<file path="config.mk">
export PLATFORM = sky130hd
export DESIGN_NAME = pipe_ctrl_flat
export DESIGN_NICKNAME = d
export VERILOG_FILES = /design/src/rtl/pipe_ctrl_pkg.sv /design/src/rtl/pipe_ctrl_if.sv /design/src/rtl/pipe_ctrl_watchdog.sv /design/src/rtl/pipe_ctrl.sv /design/src/flat_wrapper.sv
export SDC_FILE = /design/constraint.sdc
export NUM_CORES = 1
export LEC_CHECK = 0
export ABC_AREA = 1
export BUFFER_PORTS_ARGS = -buffer_cell sky130_fd_sc_hd__clkbuf_2
export CORE_ASPECT_RATIO = 0.75
export CORE_MARGIN = 5
export CORE_UTILIZATION = 29
export CTS_CLUSTER_DIAMETER = 60
export DETAILED_ROUTE_END_ITERATION = 16
export PLACE_DENSITY_LB_ADDON = 0.05
export SLEW_MARGIN = 10
export SYNTH_ARGS = -nofsm -noshare
export SYNTH_HDL_FRONTEND = slang
export SYNTH_SLANG_ARGS = --single-unit
</file>
<file path="constraint.sdc">
create_clock -name clk -period 1.14 [get_ports clk]
set_clock_uncertainty 0.05 [all_clocks]
set_input_delay 0.114 -clock clk [delete_from_list [all_inputs] [get_ports clk]]
set_output_delay 0.114 -clock clk [all_outputs]
set_load 0.02 [all_outputs]
</file>
<file path="src/rtl/pipe_ctrl_pkg.sv">
// pipe_ctrl_pkg: shared stall encodings, exception codes and FSM states
// for the pipeline controller, plus the stall-request priority encoder.
package pipe_ctrl_pkg;

    // Stall vector encodings: bit0 PC, bit1 IF, bit2 ID, bit3 EX, bit4 MEM, bit5 WB
    localparam logic [5:0] STALL_NONE  = 6'b000000;
    localparam logic [5:0] STALL_IF    = 6'b000011;
    localparam logic [5:0] STALL_ID    = 6'b000111;
    localparam logic [5:0] STALL_EX    = 6'b001111;
    localparam logic [5:0] STALL_MEM   = 6'b011111;
    localparam logic [5:0] STALL_DRAIN = 6'b000011;

    // MEM-stage exception codes
    localparam logic [31:0] EXC_NONE = 32'h0000_0000;
    localparam logic [31:0] EXC_ERET = 32'h0000_000E;

    // Controller FSM states
    typedef enum logic {
        ST_RUN   = 1'b0,
        ST_DRAIN = 1'b1
    } pc_state_e;

    // The deepest requesting stage wins; it freezes itself and everything upstream.
    function automatic logic [5:0] stall_from_req(input logic req_if, input logic req_id,
                                                  input logic req_ex, input logic req_mem);
        logic [5:0] s;
        s = STALL_NONE;
        if (req_mem)     s = STALL_MEM;
        else if (req_ex) s = STALL_EX;
        else if (req_id) s = STALL_ID;
        else if (req_if) s = STALL_IF;
        return s;
    endfunction

endpackage

</file>
<file path="src/rtl/pipe_ctrl_if.sv">
// pipe_ctrl_if: stall-request / exception inputs and stall / flush / redirect
// outputs between the pipeline stages and the pipeline controller.
interface pipe_ctrl_if;
    logic        stallreq_if;
    logic        stallreq_id;
    logic        stallreq_ex;
    logic        stallreq_mem;
    logic [31:0] excepttype_i;
    logic [31:0] cp0_epc_i;
    logic [5:0]  stall;
    logic        flush;
    logic [31:0] new_pc;

    // Pipeline side: raises requests and exceptions, consumes stall/flush
    modport master (
        output stallreq_if, stallreq_id, stallreq_ex, stallreq_mem,
        output excepttype_i, cp0_epc_i,
        input  stall, flush, new_pc
    );

    // Controller side
    modport slave (
        input  stallreq_if, stallreq_id, stallreq_ex, stallreq_mem,
        input  excepttype_i, cp0_epc_i,
        output stall, flush, new_pc
    );
endinterface

</file>
<file path="src/rtl/pipe_ctrl_watchdog.sv">
// pipe_ctrl_watchdog: counts consecutive request-driven stall cycles and
// raises a sticky flag once the count reaches STALL_TIMEOUT.
module pipe_ctrl_watchdog #(
    parameter int unsigned STALL_TIMEOUT = 255
) (
    input  logic clk,
    input  logic rst,
    input  logic cnt_en,     // this cycle is a request-driven stall in RUN
    output logic timeout
);
    logic [15:0] wcnt_reg, wcnt_next;
    logic        flag_reg, flag_next;

    // Count up while stalled (saturating), clear on any other cycle; flag is sticky
    always_comb begin
        wcnt_next = 16'd0;
        flag_next = flag_reg;
        if (cnt_en) begin
            wcnt_next = (wcnt_reg == 16'hFFFF) ? wcnt_reg : wcnt_reg + 16'd1;
            if (({16'd0, wcnt_reg} + 32'd1) >= 32'(STALL_TIMEOUT))
                flag_next = 1'b1;
        end
    end

    // Counter and flag registers
    always_ff @(posedge clk or posedge rst) begin
        if (rst) begin
            wcnt_reg <= 16'd0;
            flag_reg <= 1'b0;
        end else begin
            wcnt_reg <= wcnt_next;
            flag_reg <= flag_next;
        end
    end

    assign timeout = flag_reg;
endmodule

</file>
<file path="src/rtl/pipe_ctrl.sv">
// pipe_ctrl: merges stage stall requests, turns MEM exceptions into
// flush/new_pc, holds fetch for DRAIN_CYCLES after each flush.
// Optional watchdog is built when PIPE_CTRL_WATCHDOG_EN is defined.
module pipe_ctrl
    import pipe_ctrl_pkg::*;
#(
    parameter logic [31:0] EXC_BASE      = 32'hBFC0_0380,
    parameter int unsigned DRAIN_CYCLES  = 2,
    parameter int unsigned STALL_TIMEOUT = 255
) (
    input  logic       clk,
    input  logic       rst,
    pipe_ctrl_if.slave bus,
    output logic       busy_o,
    output logic       stall_timeout_o
);
    // Out-of-range parameters are caught at elaboration
    if (DRAIN_CYCLES > 15) begin : g_bad_drain
        $error("pipe_ctrl: DRAIN_CYCLES must be 0..15");
    end
    if (STALL_TIMEOUT < 1 || STALL_TIMEOUT > 65535) begin : g_bad_timeout
        $error("pipe_ctrl: STALL_TIMEOUT must be 1..65535");
    end

    pc_state_e   state_reg, state_next;
    logic [3:0]  dcnt_reg, dcnt_next;
    logic [5:0]  stall_next;
    logic        flush_next;
    logic [31:0] new_pc_next;
    logic        busy_next;
    logic        exc_pending;

    assign exc_pending = (bus.excepttype_i != EXC_NONE);

    // Next-state and outputs; reset forces the outputs to idle immediately
    always_comb begin
        state_next  = state_reg;
        dcnt_next   = dcnt_reg;
        stall_next  = STALL_NONE;
        flush_next  = 1'b0;
        new_pc_next = 32'd0;
        busy_next   = 1'b0;
        if (!rst) begin
            case (state_reg)
                ST_RUN: begin
                    if (exc_pending) begin
                        // Exception beats any stall request: the stages get flushed anyway
                        flush_next  = 1'b1;
                        new_pc_next = (bus.excepttype_i == EXC_ERET) ? bus.cp0_epc_i : EXC_BASE;
                        if (DRAIN_CYCLES != 0) begin
                            state_next = ST_DRAIN;
                            dcnt_next  = 4'(DRAIN_CYCLES - 1);
                        end
                    end else begin
                        stall_next = stall_from_req(bus.stallreq_if, bus.stallreq_id,
                                                    bus.stallreq_ex, bus.stallreq_mem);
                    end
                end
                ST_DRAIN: begin
                    // Fetch held; exceptions and requests ignored until drained
                    stall_next = STALL_DRAIN;
                    busy_next  = 1'b1;
                    if (dcnt_reg == 4'd0) state_next = ST_RUN;
                    else                  dcnt_next  = dcnt_reg - 4'd1;
                end
                default: state_next = ST_RUN;
            endcase
        end
    end

    // FSM state and drain counter
    always_ff @(posedge clk or posedge rst) begin
        if (rst) begin
            state_reg <= ST_RUN;
            dcnt_reg  <= 4'd0;
        end else begin
            state_reg <= state_next;
            dcnt_reg  <= dcnt_next;
        end
    end

    assign bus.stall  = stall_next;
    assign bus.flush  = flush_next;
    assign bus.new_pc = new_pc_next;
    assign busy_o     = busy_next;

`ifdef PIPE_CTRL_WATCHDOG_EN
    logic wd_cnt_en;

    // Only request-driven stalls in RUN count; drain, flush and idle cycles clear
    assign wd_cnt_en = (state_reg == ST_RUN) && !exc_pending && (stall_next != STALL_NONE);

    pipe_ctrl_watchdog #(
        .STALL_TIMEOUT (STALL_TIMEOUT)
    ) u_watchdog (
        .clk     (clk),
        .rst     (rst),
        .cnt_en  (wd_cnt_en),
        .timeout (stall_timeout_o)
    );
`else
    assign stall_timeout_o = 1'b0;
`endif

endmodule

</file>
<file path="src/flat_wrapper.sv">
// flat-port wrapper written by rule: the top's interface ports become plain ports
module pipe_ctrl_flat import pipe_ctrl_pkg::*;
#(
    parameter logic [31:0] EXC_BASE      = 32'hBFC0_0380,
    parameter int unsigned DRAIN_CYCLES  = 2,
    parameter int unsigned STALL_TIMEOUT = 255
)
  (clk, rst, busy_o, stall_timeout_o, bus_stallreq_if, bus_stallreq_id, bus_stallreq_ex, bus_stallreq_mem, bus_excepttype_i, bus_cp0_epc_i, bus_stall, bus_flush, bus_new_pc);
  pipe_ctrl_if bus_i ();
  input  logic clk;
  input  logic rst;
  output logic busy_o;
  output logic stall_timeout_o;
  input wire logic [$bits(bus_i.stallreq_if)-1:0] bus_stallreq_if;
  input wire logic [$bits(bus_i.stallreq_id)-1:0] bus_stallreq_id;
  input wire logic [$bits(bus_i.stallreq_ex)-1:0] bus_stallreq_ex;
  input wire logic [$bits(bus_i.stallreq_mem)-1:0] bus_stallreq_mem;
  input wire logic [$bits(bus_i.excepttype_i)-1:0] bus_excepttype_i;
  input wire logic [$bits(bus_i.cp0_epc_i)-1:0] bus_cp0_epc_i;
  output wire logic [$bits(bus_i.stall)-1:0] bus_stall;
  output wire logic [$bits(bus_i.flush)-1:0] bus_flush;
  output wire logic [$bits(bus_i.new_pc)-1:0] bus_new_pc;
  assign bus_i.stallreq_if = bus_stallreq_if;
  assign bus_i.stallreq_id = bus_stallreq_id;
  assign bus_i.stallreq_ex = bus_stallreq_ex;
  assign bus_i.stallreq_mem = bus_stallreq_mem;
  assign bus_i.excepttype_i = bus_excepttype_i;
  assign bus_i.cp0_epc_i = bus_cp0_epc_i;
  assign bus_stall = bus_i.stall;
  assign bus_flush = bus_i.flush;
  assign bus_new_pc = bus_i.new_pc;
  pipe_ctrl #(.EXC_BASE(EXC_BASE), .DRAIN_CYCLES(DRAIN_CYCLES), .STALL_TIMEOUT(STALL_TIMEOUT)) u_core (.clk(clk), .rst(rst), .bus(bus_i), .busy_o(busy_o), .stall_timeout_o(stall_timeout_o));
endmodule
</file>
==> out/results.tsv, run 1 <==
stage	metric	value	unit
status	result of the run	finished with violations	
status	failing checks	setup timing	
layout	area growth from synthesis to layout	183	%
routing	final WL	4940	um
die	count of standard-cell rows	17	
place	I/O Buffers	108	
layout	top library cells by usage in the layout, fill and taps aside	sky130_fd_sc_hd__clkbuf_2, sky130_fd_sc_hd__nor2_4, sky130_fd_sc_hd__nand3_1	
synth	Seq cells post-synth	5	
cts	Inserted Clock Buffers	3	
die	boundary pin count	111	
global_routing	maximum number of pins on one net before global-route repair	22	
synth	mux cell area share after synthesis	0	%
layout	max reg flops	4	
place	hpwl dp	2910	um
critical_path	cells on worst reg2reg path	6	
power_and_ir_drop	total power consumption of the routed design	2.86	mW
synth	register area share after synthesis	14.6	%
synth	mapped cell area	860	sq um
die	area of the core region	2890	sq um
die	height of the chip	57.2	um
cts	number of H-tree levels	1	
job	max-cap viol count	0	
cts	CTS tree	done	
power_and_ir_drop	internal power summed over all cells	1.60	mW
timing	max frequency	661	MHz
critical_path	path type of the worst setup path	reg2out	
layout	final core utilization	84.2	%
place	setup slack at placement	-0.354	ns
power_and_ir_drop	portion of total power attributed to sequential cells	11.4	%
timing	final period utilization	133	%
worst_hold_path	Hold Crit Class	in2reg	
power_and_ir_drop	Net Sw Power	1.26	mW
cts	Clock Pin Slew Worst Setup and Hold Paths	0.04	ns
critical_path	category of the worst setup path capture point	primary output	
synth	unique cell type count in the Yosys netlist	19	
critical_path	Stages on worst setup path	5	
critical_path	Crit path arrival time	1.35	ns
synth	post-synthesis average cell area	5.03	sq um
die	overall die width	72.9	um
power_and_ir_drop	relative contribution of the clock network to total power	11.8	%
routing	TritonRoute pass-1 iters	4	
routing	detail-routed via count per cell	4.74	
layout	most frequent standard cell in the layout excluding fill and tap cells	sky130_fd_sc_hd__clkbuf_2	
cts	number of clock sinks seen by CTS	5	
die	starting density of the core	29.7	%
synth	Yosys Warn Count	0	
die	Die Area	4160	sq um
cts	clock root buffer master	sky130_fd_sc_hd__clkbuf_8	
routing	post-DR wirelength/cell	14.8	um
synth	cell count after synthesis	171	
timing	minimum setup slack in the final design	-0.373	ns
global_routing	Tot GR Track Use	18.6	%
critical_path	critical path launch point type	register	
power_and_ir_drop	maximum VDD drop	1180	uV
synth	complex-gate fraction of the synthesized area	3.64	%
critical_path	cell with the largest stage delay on the worst path	sky130_fd_sc_hd__dfrtp_1	
global_routing	antenna violations before repair	0	
power_and_ir_drop	switching power as a share of total power	44.1	%
critical_path	Worst Path Max Fanout	13	
critical_path	required time reported for the critical path endpoint	0.98	ns
routing	iteration-0 DRC count of the detailed router	62	
global_routing	wire length of the first global-routing pass	6380	um
synth	combinational family with the most area after synthesis	simple AND/OR/NAND/NOR gates	
synth	fraction of the mapped netlist area in adder cells	1.46	%
layout	Final #Nets	367	
worst_hold_path	Worst Hold Depth	5	
routing	DR vias	1578	
critical_path	gate family responsible for the most delay along the worst path	flip-flops	
cts	Clock Latency Late Sink	0.22	ns
critical_path	buffer and inverter count on the worst path	2	
synth	xor/xnor share of the synthesized area	0	%
layout	share of final-layout standard cells stronger than drive strength 1	70.2	%
timing	unrepaired setup endpoints after global routing	yes	
power_and_ir_drop	Comb pwr share	76.8	%
critical_path	worst-path cell chain	nor2_4 > o21ai_4 > buf_12 > nor2_2 > clkbuf_8	
place	final RePlAce weighted congestion	0.778	
routing	number of nets still failing antenna checks after routing	0	
global_routing	GRT overflow	0	
timing	min cycle time layout	1.51	ns
timing	max-slew violation count	0	
power_and_ir_drop	PwrDens	1170	nW/um^2
synth	basic-gate share of the synthesized area counting and, or, nand and nor cells	64.2	%
timing	Hold Fails Final Rpt	0	
timing	setup TNS	-12.62	ns
power_and_ir_drop	leakage dissipation	1.12	nW
cts	largest buffer count on any clock path	2	
global_routing	number of global-route vias before repair	1423	
routing	final routed DRC violation total	0	
timing	Setup Viol. Count Final	44	
layout	number of antenna cells inserted	0	
critical_path	max incr delay on CP	0.40	ns
final timing paths:
path / startpoint / endpoint / slack [ns]
worst max-delay path: u_core.state_reg / bus_new_pc[7] / -0.37
worst min-delay path: rst / u_core.state_reg / 0.39
min in group asynchronous: rst / u_core.dcnt_reg[1] / 0.60
worst max register to register: u_core.state_reg / u_core.dcnt_reg[1] / -0.11
max in group asynchronous: rst / u_core.dcnt_reg[0] / 0.23
worst min register to register: u_core.dcnt_reg[3] / u_core.dcnt_reg[3] / 0.47
logic make-up (layout without fill, tap and decap cells):
| family | count (synthesis) | count (layout) |
|---|---|---|
| DFF | 5 | 5 |
| AOI/OAI and AO/OA | 5 | 5 |
| and+or+nand+nor | 134 | 134 |
| buffers and inverters | 25 | 148 |
| adders and majority gates | 1 | 1 |
| other | 1 | 2 |
synthesized netlist by cell type:
library cell                n  area (sq um)
sky130_fd_sc_hd__buf_4      3          22.5
sky130_fd_sc_hd__nand3_1   29           145
sky130_fd_sc_hd__o21ai_0    1          5.00
sky130_fd_sc_hd__nor2_1    76           285
sky130_fd_sc_hd__o21ai_2    1          8.76
sky130_fd_sc_hd__buf_6      3          33.8
sky130_fd_sc_hd__dfrtp_1    5           125
sky130_fd_sc_hd__nor3b_1    1          7.51
sky130_fd_sc_hd__ha_1       1          12.5
sky130_fd_sc_hd__nor3_1     2          10.0
sky130_fd_sc_hd__inv_1     12          45.0
sky130_fd_sc_hd__conb_1     1          3.75
sky130_fd_sc_hd__inv_2      1          3.75
sky130_fd_sc_hd__and2b_1    1          7.51
sky130_fd_sc_hd__a21oi_1    2          10.0
sky130_fd_sc_hd__o211ai_1   1          7.51
sky130_fd_sc_hd__nand4_1    1          6.26
sky130_fd_sc_hd__buf_2      6          30.0
sky130_fd_sc_hd__nand2_1   24          90.1
power by group through the flow:
| stage | combinational (mW) | clock [mW] | sequential (mW) |
|---|---|---|---|
| 6_report | 2.20 | 0.337 | 0.326 |
| 5_1_grt | 2.36 | 0.354 | 0.338 |
| 4_1_cts | 2.04 | 0.342 | 0.325 |
| 3_5_place_dp | 1.72 | 0 | 0.321 |
| 3_3_place_gp | 1.71 | 0 | 0.320 |
| 2_1_floorplan | 1.13 | 0 | 0.318 |
area by class of cell:
type                            instances  area (sq um)
Clock buffer                            4          45.0
Fill cell                             156           457
Inverter                               13          51.3
Multi-Input combinational cell        142          1000
Sequential cell                         5           125
Tap cell                               38          47.5
Timing Repair Buffer                  131          1170
stage by stage:
stage	std cells	area, sq um	hold slack (ns)
global placement	324	1840	0.217
finish	333	2440	0.395
global route	333	2440	0.412
CTS	331	2280	0.389
detailed placement	324	1840	0.205
floorplan	172	1170	-0.142
worst register-to-register path, stage by stage (launching register included):
cell	delay, ns
sky130_fd_sc_hd__dfrtp_1	0.40
sky130_fd_sc_hd__nor2_4	0.13
sky130_fd_sc_hd__o21ai_4	0.12
sky130_fd_sc_hd__buf_12	0.18
sky130_fd_sc_hd__buf_6	0.14
sky130_fd_sc_hd__nand3_1	0.06
sky130_fd_sc_hd__nand2_1	0.05
what timing repair did:
item / in CTS / in global routing
endpoints found under the setup margin: 44 / 44
resized for setup: 89 / 41
hold buffers: 1 / 0
gates cloned: 0 / 3
endpoints found under the hold margin: 5 / 0
pin swaps: 2 / 3
buffers inserted: 2 / 0
metal layers:
metal / up-vias / GRT usage, % / wire [um]
met4: 0 / 2.37 / 0
met5: - / 0 / 0
met2: 77 / 32.1 / 2500
li1: 777 / - / -
met1: 724 / 23.7 / 2010
met3: 0 / 4.93 / 439
Note: power is estimated with default switching activity, not from simulation.
==> inputs of run 2 (changes only) <==
PLACE_DENSITY = 0.78   (was default)
PLACE_DENSITY_LB_ADDON = default   (was 0.05)
==> out/results.tsv, run 2 (synthesis gave the netlist of run 1 again) <==
stage	metric	value	unit	change
cts	CTS tree	done		unchanged
status	result of the run	finished with violations		unchanged
job	max-cap viol count	0		unchanged
power_and_ir_drop	maximum VDD drop	891	uV	was 1180 uV
die	height of the chip	57.2	um	unchanged
timing	max-slew violation count	0		unchanged
worst_hold_path	Hold Crit Class	in2async		was in2reg
die	overall die width	72.9	um	unchanged
cts	hold buffer count at CTS	0		was 1
critical_path	category of the worst setup path capture point	primary output		unchanged
timing	Setup Viol. Count Final	44		unchanged
timing	minimum setup slack in the final design	-0.377	ns	was -0.373 ns
die	Die Area	4160	sq um	unchanged
critical_path	cells on worst reg2reg path	8		was 6
cts	Clock Latency Late Sink	0.22	ns	about the same
layout	Layout Cells excl Fill	332		was 333
routing	post-DR wirelength/cell	13.0	um	was 14.8 um
layout	final core utilization	78.0	%	was 84.2%
cts	clock root buffer master	sky130_fd_sc_hd__clkbuf_8		unchanged
layout	number of antenna cells inserted	0		unchanged
critical_path	FF-to-FF setup slack	-0.16	ns	was -0.11 ns
cts	number of clock sinks seen by CTS	5		unchanged
routing	TritonRoute pass-1 iters	4		unchanged
global_routing	number of global-route vias before repair	1413		was 1423
timing	Hold Fails Final Rpt	2		was 0
timing	max frequency	659	MHz	was 661 MHz
power_and_ir_drop	leakage dissipation	1.07	nW	was 1.12 nW
place	hpwl dp	3030	um	was 2910 um
critical_path	crit path launch	u_core.state_reg		unchanged
die	area of the core region	2890	sq um	unchanged
layout	Final #Nets	366		was 367
global_routing	antenna violations before repair	0		unchanged
timing	final period utilization	133	%	about the same
critical_path	CP Capture Point	bus_new_pc[2]		was bus_new_pc[7]
critical_path	startpoint of the worst-slack reg-to-reg timing path	u_core.state_reg		unchanged
cts	number of H-tree levels	1		unchanged
routing	final WL	4310	um	was 4940 um
layout	top library cells by usage in the layout, fill and taps aside	sky130_fd_sc_hd__clkbuf_2, sky130_fd_sc_hd__nor2_4, sky130_fd_sc_hd__buf_6		was sky130_fd_sc_hd__clkbuf_2, sky130_fd_sc_hd__nor2_4, sky130_fd_sc_hd__nand3_1
routing	iteration-0 DRC count of the detailed router	86		was 62
layout	area growth from synthesis to layout	163	%	was 183%
place	I/O Buffers	108		unchanged
power_and_ir_drop	PwrDens	1190	nW/um^2	was 1170 nW/um^2
timing	unrepaired setup endpoints after global routing	yes		unchanged
die	starting density of the core	29.7	%	unchanged
routing	detail-routed via count per cell	4.65		was 4.74
timing	Fin Hold WS	-0.00262	ns	was 0.395 ns
critical_path	Worst Path Max Fanout	22		was 13
layout	max reg flops	4		unchanged
die	boundary pin count	111		unchanged
die	count of standard-cell rows	17		unchanged
global_routing	maximum number of pins on one net before global-route repair	23		was 22
layout	count of fill cells added during filler insertion	210		was 156
place	final RePlAce weighted congestion	0.825		was 0.778
cts	Inserted Clock Buffers	3		unchanged
routing	number of nets still failing antenna checks after routing	0		unchanged
routing	DR vias	1544		was 1578
cts	Clock Pin Slew Worst Setup and Hold Paths	0.04	ns	about the same
cts	largest buffer count on any clock path	2		unchanged
critical_path	required time reported for the critical path endpoint	0.98	ns	about the same
timing	setup TNS	-12.77	ns	was -12.62 ns
critical_path	path type of the worst setup path	reg2out		unchanged
timing	min cycle time layout	1.52	ns	was 1.51 ns
global_routing	wire length of the first global-routing pass	5670	um	was 6380 um
routing	final routed DRC violation total	0		unchanged
layout	most frequent standard cell in the layout excluding fill and tap cells	sky130_fd_sc_hd__clkbuf_2		unchanged
global_routing	Tot GR Track Use	16.3	%	was 18.6%
place	instance count after placement with tap cells included	322		was 324
critical_path	critical path launch point type	register		unchanged
global_routing	GRT overflow	0		unchanged
critical_path	Crit path arrival time	1.35	ns	about the same
status	failing checks	hold timing, setup timing		was setup timing
critical_path	worst r2r dst	u_core.dcnt_reg[3]		was u_core.dcnt_reg[1]
layout	share of final-layout standard cells stronger than drive strength 1	70.4	%	was 70.2%
[run 2: repair_timing]
item	CTS	global route
resized for setup	21	123
setup endpoints to repair	44	44
pin swaps	3	2
setup buffers	5	1
[run 2: worst min path at each step]
stage	slack, ns	end	depth (start not counted)
after floorplan	-0.14	u_core.dcnt_reg[0]	1
after global placement	0.21	u_core.state_reg	4
after detailed placement	0.21	u_core.state_reg	4
after CTS	0.0007	u_core.state_reg	4
after global routing	0.02	u_core.state_reg	4
final	-0.003	u_core.state_reg	4
[run 2: metrics by stage]
step	power, mW	worst slack (ns)	hold WS [ns]	cell area (sq um)
global placement	1.94	-0.328	0.210	1800
floorplan	1.45	-0.0714	-0.142	1170
global route	2.89	-0.414	0.0153	2260
finish	2.68	-0.377	-0.00262	2260
detailed placement	1.97	-0.370	0.213	1800
CTS	2.46	-0.348	0.000745	1960
[run 2: critical path, stage by stage, from the launching register on]
cell,delay (ns)
sky130_fd_sc_hd__dfrtp_1,0.40
sky130_fd_sc_hd__nor2_4,0.14
sky130_fd_sc_hd__o21ai_4,0.10
sky130_fd_sc_hd__buf_12,0.18
sky130_fd_sc_hd__nor2_2,0.16
sky130_fd_sc_hd__buf_6,0.13
[run 2: layout make-up]
type / count / area, sq um / share of cell area, %
sequential: 5 / 125 / 5.54
clock buffer: 4 / 45.0 / 2.00
inverter: 13 / 48.8 / 2.16
timing repair buffer: 130 / 1010 / 44.6
tap: 38 / 47.5 / 2.11
multi-input combinational: 142 / 983 / 43.6
[run 2: report_power, final]
part           internal [mW]  switching (mW)
logic                  0.958            1.06
clock network          0.240          0.0908
registers              0.259          0.0716
[run 2: per-layer routing]
metal / wire [um] / vias up / global-route usage [%]
li1: - / 776 / -
met1: 1620 / 693 / 18.6
met2: 2270 / 71 / 29.8
met3: 392 / 4 / 4.40
met4: 31 / 0 / 3.95
met5: 0 / - / 0
==> inputs of run 3 (changes only) <==
CORE_UTILIZATION = 28   (was 29)
PLACE_DENSITY = 0.77   (was 0.78)
SYNTH_HIERARCHICAL = 1   (was default)
==> out/results.tsv, run 3 <==
stage	metric	value	unit	change
critical_path	buffer and inverter count on the worst path	4		was 2
routing	number of nets still failing antenna checks after routing	0		unchanged
timing	minimum setup slack in the final design	-0.382	ns	was -0.377 ns
critical_path	category of the worst setup path capture point	primary output		unchanged
power_and_ir_drop	total power consumption of the routed design	2.74	mW	was 2.68 mW
status	result of the run	finished with violations		unchanged
timing	max frequency	657	MHz	was 659 MHz
critical_path	path type of the worst setup path	in2out		was reg2out
critical_path	required time reported for the critical path endpoint	0.98	ns	about the same
timing	Hold Fails Final Rpt	0		was 2
synth	cell count after synthesis	161		was 171
global_routing	number of global-route vias before repair	1389		was 1413
synth	count of flip-flops with a built-in enable after synthesis	0		unchanged
routing	detail-routed via count per cell	4.79		was 4.65
critical_path	max incr delay on CP	0.29	ns	was 0.40 ns
cts	Clock Latency Late Sink	0.22	ns	about the same
place	final RePlAce weighted congestion	0.798		was 0.825
synth	area leader, netlist	sky130_fd_sc_hd__nor2_1		unchanged
power_and_ir_drop	leakage dissipation	1.07	nW	about the same
synth	post-synthesis average cell area	5.11	sq um	was 5.03 sq um
cts	largest buffer count on any clock path	2		unchanged
synth	most used standard cells in the synthesized netlist	sky130_fd_sc_hd__nor2_1, sky130_fd_sc_hd__nand3_1, sky130_fd_sc_hd__nand2_1		unchanged
layout	most frequent standard cell in the layout excluding fill and tap cells	sky130_fd_sc_hd__clkbuf_2		unchanged
die	Die Area	4130	sq um	was 4160 sq um
critical_path	Crit path arrival time	1.36	ns	was 1.35 ns
synth	async set or reset register ratio after synthesis	100	%	unchanged
timing	Setup Viol. Count Final	44		unchanged
critical_path	critical path launch point type	input pin		was register
global_routing	maximum number of pins on one net before global-route repair	30		was 23
die	area of the core region	2870	sq um	was 2890 sq um
place	instance count after placement with tap cells included	312		was 322
synth	unique cell type count in the Yosys netlist	22		was 19
place	I/O Buffers	108		unchanged
cts	number of H-tree levels	1		unchanged
power_and_ir_drop	PwrDens	1180	nW/um^2	was 1190 nW/um^2
critical_path	cell with the largest stage delay on the worst path	sky130_fd_sc_hd__o21ai_4		was sky130_fd_sc_hd__dfrtp_1
place	hpwl dp	3030	um	about the same
cts	number of clock sinks seen by CTS	5		unchanged
die	boundary pin count	111		unchanged
synth	Seq cells post-synth	5		unchanged
global_routing	antenna violations before repair	0		unchanged
timing	unrepaired setup endpoints after global routing	yes		unchanged
die	count of standard-cell rows	17		unchanged
global_routing	Tot GR Track Use	17.3	%	was 16.3%
global_routing	wire length of the first global-routing pass	5840	um	was 5670 um
routing	post-DR wirelength/cell	14.3	um	was 13.0 um
worst_hold_path	Hold Crit Class	in2reg		was in2async
synth	Yosys Warn Count	6		was 0
synth	commonest register cell after synthesis	sky130_fd_sc_hd__dfrtp_1		unchanged
routing	TritonRoute pass-1 iters	4		unchanged
critical_path	cells on worst reg2reg path	7		was 8
cts	Inserted Clock Buffers	3		unchanged
layout	number of antenna cells inserted	0		unchanged
timing	min cycle time layout	1.52	ns	about the same
global_routing	GRT overflow	0		unchanged
layout	max reg flops	4		unchanged
layout	Final #Nets	356		was 366
routing	final routed DRC violation total	0		unchanged
routing	DR vias	1541		was 1544
synth	area share of the leading cell type in the synthesized netlist	31.1	%	was 33.2%
layout	Layout Cells excl Fill	322		was 332
critical_path	gate family responsible for the most delay along the worst path	buffers and inverters		was flip-flops
layout	share of final-layout standard cells stronger than drive strength 1	74.3	%	was 70.4%
synth	most frequent cell after synthesis	sky130_fd_sc_hd__nor2_1		unchanged
layout	area growth from synthesis to layout	181	%	was 163%
place	area post-placement	1790	sq um	was 1800 sq um
die	starting density of the core	28.6	%	was 29.7%
worst_hold_path	Worst Hold Depth	5		
cts	clock root buffer master	sky130_fd_sc_hd__clkbuf_8		unchanged
critical_path	cell type with the highest occurrence count on the critical path	sky130_fd_sc_hd__nor2_1		
status	failing checks	setup timing		was hold timing, setup timing
die	overall die width	72.6	um	was 72.9 um
critical_path	Stages on worst setup path	9		was 5
place	setup slack at placement	-0.398	ns	was -0.370 ns
timing	max-slew violation count	0		unchanged
die	height of the chip	56.9	um	was 57.2 um
job	max-cap viol count	0		unchanged
critical_path	Worst Path Max Fanout	15		was 22
timing	setup TNS	-13.14	ns	was -12.77 ns
routing	final WL	4600	um	was 4310 um
cts	Clock Pin Slew Worst Setup and Hold Paths	0.04	ns	about the same
synth	cells taking the most area after synthesis	sky130_fd_sc_hd__nor2_1, sky130_fd_sc_hd__dfrtp_1, sky130_fd_sc_hd__nand3_1		was sky130_fd_sc_hd__nor2_1, sky130_fd_sc_hd__nand3_1, sky130_fd_sc_hd__dfrtp_1
synth	mapped cell area	822	sq um	was 860 sq um
power_and_ir_drop	maximum VDD drop	1260	uV	was 891 uV
cts	CTS tree	done		unchanged
layout	top library cells by usage in the layout, fill and taps aside	sky130_fd_sc_hd__clkbuf_2, sky130_fd_sc_hd__nor2_4, sky130_fd_sc_hd__buf_6		unchanged
timing	final period utilization	134	%	was 133%
critical_path	worst-path cell chain	clkbuf_2 > nor2_1 > nand2_1 > nor2_1 > nand2_2 > o21ai_4 > buf_12 > inv_1 > buf_2		was nor2_4 > o21ai_4 > buf_12 > nor2_2 > buf_6
layout	Finished Cell Area	2310	sq um	was 2260 sq um
synth	register area share after synthesis	15.2	%	was 14.6%
routing	iteration-0 DRC count of the detailed router	50		was 86
## run 3: cell count changes in the layout (fill, tap and decap cells not counted), moves of 3 or more
cell,change
sky130_fd_sc_hd__nor2_2,-8
sky130_fd_sc_hd__nor2_1,-7
sky130_fd_sc_hd__nor2_4,+7
sky130_fd_sc_hd__nand3_1,-6
sky130_fd_sc_hd__buf_4,-4
sky130_fd_sc_hd__buf_6,-4
sky130_fd_sc_hd__buf_2,+3
## run 3: timing repair
action                                  in CTS  in global routing
hold buffers                                 1                  0
pin swaps                                    0                 15
hold endpoints to repair                     5                  0
gates cloned                                 0                  3
buffers inserted                             0                  2
resized for setup                           33                109
endpoints found under the setup margin      44                 44
## run 3: stage by stage
| stage | util, % | hold slack [ns] |
|---|---|---|
| after CTS | 68.3 | 0.386 |
| after global placement | 62.4 | 0.202 |
| after global routing | 80.4 | 0.456 |
| after detailed placement | 62.4 | 0.202 |
| after floorplan | - | -0.149 |
| final | 80.4 | 0.420 |
## run 3: worst min-delay path: cells and delay by family
family                 cells  cell delay, ns
buffers and inverters      2            0.26
AO/OA/AOI/OAI              2            0.21
AND/OR/NAND/NOR            1            0.05
## run 3: report_power, final
part / total [mW] / internal, mW / switching (mW)
Combinational: 2.09 / 0.993 / 1.09
Sequential: 0.322 / 0.256 / 0.0667
Clock: 0.329 / 0.240 / 0.0887
## run 3: final timing paths
path / startpoint / endpoint / slack [ns]
setup / recovery: bus_excepttype_i[29] / bus_flush / -0.38
hold / removal: rst / u_core/state_reg / 0.42
setup reg to reg: u_core/state_reg / u_core/dcnt_reg[2] / -0.19
hold reg to reg: u_core/dcnt_reg[2] / u_core/dcnt_reg[2] / 0.47
max in group asynchronous: rst / u_core/dcnt_reg[1] / 0.36
min in group asynchronous: rst / u_core/state_reg / 0.57
## run 3: routing by layer
layer | vias up | routed length [um] | global-route usage, %
li1 | 753 | - | -
met4 | 0 | 89 | 4.74
met5 | - | 0 | 0
met3 | 8 | 440 | 4.65
met2 | 78 | 2450 | 31.9
met1 | 702 | 1620 | 19.2
## run 3: cells by family after synthesis
| family | Yosys count | share of synthesized area [%] |
|---|---|---|
| and+or+nand+nor | 122 | 61.9 |
| DFF | 5 | 15.2 |
| other | 1 | 0.456 |
| buffers and inverters | 23 | 14.3 |
| adders and majority gates | 1 | 1.52 |
| AOI/OAI and AO/OA | 9 | 6.54 |
## run 3: area by class of cell
type	count	area [sq um]
multi-input combinational	134	1030
timing repair buffer	130	1020
fill	193	562
sequential	5	125
tap	38	47.5
clock buffer	4	45.0
inverter	11	41.3
